File: src/rtl/vecid_pkg.sv
// Shared types and width helpers for the vector-ID boundary stream.
package vecid_pkg;

  localparam int VECID_DEF_IDW = 3;

  typedef logic [VECID_DEF_IDW-1:0] vec_id_t;

  function automatic int seg_cnt_w(input int lanes);
    return $clog2(lanes + 1);
  endfunction

endpackage

File: src/rtl/vecid_eq.sv
// N-bit equality: a + ~b + 1 reduced carry-save, summed by a Kogge-Stone
// prefix adder, and the difference zero-detected.
module vecid_eq #(
  parameter int N = 3
) (
  input  logic [N-1:0] a,
  input  logic [N-1:0] b,
  output logic         eq
);

  logic [N-1:0] cs_sum, cs_cry, g, p, g_nxt, p_nxt, diff;

  // NOTE: blocking assignments are correct here; this is combinational
  // scratch logic, with each level reading the previous level's values.
  always_comb begin
    cs_sum = a ^ ~b ^ N'(1);
    cs_cry = ((a & ~b) | (a & N'(1)) | (~b & N'(1))) << 1;
    g = cs_sum & cs_cry;
    p = cs_sum ^ cs_cry;
    for (int d = 1; d < N; d = d * 2) begin
      g_nxt = g;
      p_nxt = p;
      for (int i = d; i < N; i++) begin
        g_nxt[i] = g[i] | (p[i] & g[i-d]);
        p_nxt[i] = p[i] & p[i-d];
      end
      g = g_nxt;
      p = p_nxt;
    end
    diff = cs_sum ^ cs_cry ^ (g << 1);
    eq   = ~|diff;
  end

endmodule

File: src/rtl/vecid_boundary_stream.sv
// Streaming multi-lane vector-ID boundary detector with registered valid/ready
// output. Define VECID_SEGCNT_EN to add the per-beat segment-start count.
module vecid_boundary_stream
  import vecid_pkg::*;
#(
  parameter int LANES = 8,
  parameter int IDW   = VECID_DEF_IDW
) (
  input  logic                         clk,
  input  logic                         rst_n,
  input  logic                         in_valid,
  output logic                         in_ready,
  input  logic [LANES*IDW-1:0]         in_id,
  input  logic [LANES-1:0]             in_lmask,
  input  logic                         in_last,
  output logic                         out_valid,
  input  logic                         out_ready,
  output logic [LANES-1:0]             out_eq,
  output logic [LANES-1:0]             out_lmask,
`ifdef VECID_SEGCNT_EN
  output logic                         out_last,
  output logic [seg_cnt_w(LANES)-1:0]  out_seg_cnt
`else
  output logic                         out_last
`endif
);

  logic [IDW-1:0]   id [LANES];
  logic [LANES-1:0] eq_raw, lane_eq;
  logic             accept, fire;

  logic             out_valid_d, out_valid_q;
  logic [LANES-1:0] out_eq_d, out_eq_q;
  logic [LANES-1:0] out_lmask_d, out_lmask_q;
  logic             out_last_d, out_last_q;
  logic [IDW-1:0]   prev_id_d, prev_id_q;
  logic             prev_vld_d, prev_vld_q;

  // Lane 0 compares against the tail of the previous beat; others intra-beat.
  for (genvar i = 0; i < LANES; i++) begin : g_lane
    assign id[i] = in_id[i*IDW +: IDW];
    if (i == 0) begin : g_head
      vecid_eq #(.N(IDW)) u_eq (.a(id[0]), .b(prev_id_q), .eq(eq_raw[0]));
    end else begin : g_body
      vecid_eq #(.N(IDW)) u_eq (.a(id[i]), .b(id[i-1]), .eq(eq_raw[i]));
    end
  end

  assign lane_eq  = eq_raw & in_lmask & {in_lmask[LANES-2:0], prev_vld_q};
  assign in_ready = ~out_valid_q | out_ready;
  assign accept   = in_valid & in_ready;
  assign fire     = out_valid_q & out_ready;

  // NOTE: every variable gets its hold value first so no path infers a latch.
  always_comb begin
    out_valid_d = out_valid_q;
    out_eq_d    = out_eq_q;
    out_lmask_d = out_lmask_q;
    out_last_d  = out_last_q;
    prev_id_d   = prev_id_q;
    prev_vld_d  = prev_vld_q;
    if (accept) begin
      out_valid_d = 1'b1;
      out_eq_d    = lane_eq;
      out_lmask_d = in_lmask;
      out_last_d  = in_last;
      if (in_last) begin
        prev_vld_d = 1'b0;
      end else if (in_lmask[LANES-1]) begin
        prev_id_d  = id[LANES-1];
        prev_vld_d = 1'b1;
      end else begin
        prev_vld_d = 1'b0;
      end
    end else if (fire) begin
      out_valid_d = 1'b0;
    end
  end

  // NOTE: sequential state uses non-blocking assignments only.
  always_ff @(posedge clk) begin
    if (!rst_n) begin
      out_valid_q <= 1'b0;
      out_eq_q    <= '0;
      out_lmask_q <= '0;
      out_last_q  <= 1'b0;
      prev_id_q   <= '0;
      prev_vld_q  <= 1'b0;
    end else begin
      out_valid_q <= out_valid_d;
      out_eq_q    <= out_eq_d;
      out_lmask_q <= out_lmask_d;
      out_last_q  <= out_last_d;
      prev_id_q   <= prev_id_d;
      prev_vld_q  <= prev_vld_d;
    end
  end

  assign out_valid = out_valid_q;
  assign out_eq    = out_eq_q;
  assign out_lmask = out_lmask_q;
  assign out_last  = out_last_q;

`ifdef VECID_SEGCNT_EN
  localparam int SCW = seg_cnt_w(LANES);

  logic [LANES-1:0] seg_start;
  logic [SCW-1:0]   seg_cnt_d, seg_cnt_q;

  // Valid lanes that do not continue their predecessor start a new vector.
  assign seg_start = in_lmask & ~lane_eq;

  always_comb begin
    seg_cnt_d = seg_cnt_q;
    if (accept) begin
      seg_cnt_d = '0;
      for (int i = 0; i < LANES; i++) begin
        seg_cnt_d = seg_cnt_d + SCW'(seg_start[i]);
      end
    end
  end

  always_ff @(posedge clk) begin
    if (!rst_n) begin
      seg_cnt_q <= '0;
    end else begin
      seg_cnt_q <= seg_cnt_d;
    end
  end

  assign out_seg_cnt = seg_cnt_q;
`endif

endmodule
File: config.mk
export PLATFORM = sky130hd
export DESIGN_NAME = vecid_boundary_stream
export DESIGN_NICKNAME = d
export VERILOG_FILES = /design/src/rtl/vecid_pkg.sv /design/src/rtl/vecid_eq.sv /design/src/rtl/vecid_boundary_stream.sv
export SDC_FILE = /design/constraint.sdc
export NUM_CORES = 1
export LEC_CHECK = 0
export ABC_CLOCK_PERIOD_IN_PS = 1400
export BUFFER_PORTS_ARGS = -buffer_cell sky130_fd_sc_hd__buf_2
export CAP_MARGIN = 20
export CORE_MARGIN = 2
export CORE_UTILIZATION = 45
export DETAILED_ROUTE_END_ITERATION = 7
export GPL_TIMING_DRIVEN = 0
export PLACE_DENSITY = 0.83
export REMOVE_ABC_BUFFERS = 1
export SYNTH_ARGS = -nofsm -noshare
export SYNTH_HDL_FRONTEND = slang
export SYNTH_SLANG_ARGS = --single-unit
File: constraint.sdc
create_clock -name clk -period 1.4 [get_ports clk]
set_input_delay 0 -clock clk [delete_from_list [all_inputs] [get_ports clk]]
set_output_delay 0 -clock clk [all_outputs]
set_load 0.01 [all_outputs]
==> metrics <==
Core Area=between 3000 and 4000 um^2; Clock Latency Late Sink=between 0.3 and 0.4 ns; #FFs+latches synth=22; CTS H-tree lvls=1; DR pass1 iterations=4; largest net degree at the start of global routing=24; Die ar.=around 4000 um^2; Post-Syn Area per Cell=approximately 9 um^2; RSZ-0062 raised after global routing=true; DR vias/cell=5.20; Max rail drop VDD=roughly 0.63 mV; Mapped Area=between 1500 and 2000 um^2; CTS tree=built; num rows=21; area delta synth->final=26.7%; Layout Utilization=0.600; Yosys warning count=0; crit path kind=flop to flop; Arr. time, crit path=1.70 ns; die width=about 63 um; Main synth FF type=dfxtp_1; Non-Filler Instances=290; Final nets=roughly 300; Max clock buf depth=2; Hold Path Depth=3; Antenna Nets Post-Route=0; fmax=roughly 680 MHz; met2 Use GR=0.355; outcome=complete, but fails checks; commonest non-fill, non-tap cell in the layout=buf_2; clock sink count=22; Rel. slew slack=0.717; max-slew violations=0; fraction of registers with async set/reset=0; tightest hold margin=between 0.1 and 0.15 ns; power per cell area=~700 nW/um^2; Tmin final=around 1.5 ns; gpl congestion=0.751; Fill cells=329; Reg2Reg Depth=6; first-pass GRT wire length=between 6000 and 7000 um; Worst Hold Class=input port to flop; drt drc=0; GR peak layer=met2; number of global-route vias before repair=approximately 1500; final hold violation count=0; dpl cell area=~1800 um^2; CP Data Required Time=between 1.5 and 2 ns; Syn Inst Count=roughly 180; WL final=3870 um; initial DRC count=49; commonest non-fill, non-tap cells in the layout=buf_2 (55), xnor2_1 (24), inv_1 (23); top area cells in the synthesized netlist=dfxtp_1 (28%), ha_1 (19%), xnor2_1 (13%), inv_1 (5.9%), and4b_1 (5.0%); Worst Tran Pin Value=around 0.42 ns; wire length per cell=between 10 and 15 um; LEAKAGE=around 0.00095 uW; HPWL after DPL=between 2000 and 3000 um; CTS Root Cell=clkbuf_4; Antenna diodes=0; antenna violations before repair=0; number of flops mapped to enable cells by yosys=0; CTS buffer count=3; endpoints failing setup=1; die height=between 60 and 70 um; fin area=~2000 um^2; io pins=56; final setup margin=-0.0632 ns; Reg clk slew, reported paths=around 0.12 ns; # placed instances=between 200 and 300; Crit. End Element=flop; final setup skew=0.00165 ns; global-route usage over all layers=0.198; largest area contributor in the netlist=dfxtp_1; Design Power=about 1400 uW; initial core utilization=0.473; final worst path period share=1.05; register area share after synthesis=0.277; met3 usage=0.0357; CP Max Fanout=2; post-synthesis cell type count=21; Max Cap Violations=0; detailed-route via count=approximately 1500; met1 Use GR=0.242; failing checks=setup timing; Critical Path Source Type=flop; gr ovfl total=0; Port-buffer cells=between 50 and 60; layout cell share with drive strength beyond 1=0.283; area share of the largest cell type after synthesis=0.277
flip-flops by register name, indices dropped and copies added, names as in the netlist:
register    count
prev_id_q       3
out_lmask       8
out_last        1
prev_vld_q      1
out_eq          8
out_valid       1
power breakdown:
part	internal [uW]	switching [uW]	leakage (uW)
clock	101	200	0.0000138
combinational	228	222	0.000759
sequential	650	11.9	0.000180
total	979	434	0.000954
through the flow:
stage	TNS [ns]	setup WS, ns
final	-0.0632	-0.0632
after global routing	-0.121	-0.121
after CTS	-0.00997	-0.00997
after detailed placement	-0.0897	-0.0897
after global placement	-0.0654	-0.0654
after floorplan	0	0.00311
Yosys cell counts, drive strengths merged (3+ instances only):
master   n
a21oi   14
and4b    8
buf      8
dfxtp   22
ha      24
inv     27
nand2    8
nand3   10
nand4   11
o21ai   10
o22ai    8
o31ai    3
xnor2   24
cells by family after synthesis:
family | after synthesis | synth area share
and+or+nand+nor | 41 | 0.164
DFF | 22 | 0.277
xor gates and xnor gates | 24 | 0.132
adders and majority gates | 24 | 0.189
AOI/OAI and AO/OA | 35 | 0.121
buffers and inverters | 36 | 0.117
critical path, cell delays in order, from the launching register on:
cell and delay (ns):
dfxtp_2 0.35, inv_2 0.04, ha_4 0.26, ha_4 0.18, and4b_1 0.23, nand4_1 0.12, o22ai_1 0.21
area by class of cell:
type                            count  area (um^2)  share of cell area
Timing Repair Buffer               68          403               0.200
Sequential cell                    22          443               0.220
Tap cell                           46         57.6              0.0285
Inverter                           27          101              0.0502
Multi-Input combinational cell    124          990               0.491
Clock buffer                        3         22.5              0.0112
per-layer routing:
layer | part of all wire | vias up
li1 | - | 758
met1 | 0.43 | 700
met2 | 0.51 | 49
met3 | 0.055 | 2
met4 | 0.0036 | 0
met5 | 0 | -
final timing paths:
kind                             startpoint                endpoint  slack (ns)
setup / recovery  prev_id_q[1]$_SDFFE_PN0P_  out_eq[0]$_SDFFE_PN0P_       -0.06
hold / removal                        rst_n  out_eq[7]$_SDFFE_PN0P_        0.10
setup reg to reg  prev_id_q[1]$_SDFFE_PN0P_  out_eq[0]$_SDFFE_PN0P_       -0.06
hold reg to reg      out_eq[3]$_SDFFE_PN0P_  out_eq[3]$_SDFFE_PN0P_        0.48
timing repair:
action | in CTS | in global routing
endpoints found under the setup margin | 2 | 2
gates resized for setup | 4 | 2
hold endpoints to repair | 12 | 0
setup buffers | 1 | 0
hold buffers | 12 | 0
pin swaps | 3 | 2
Power figures use the tool's default switching activity.
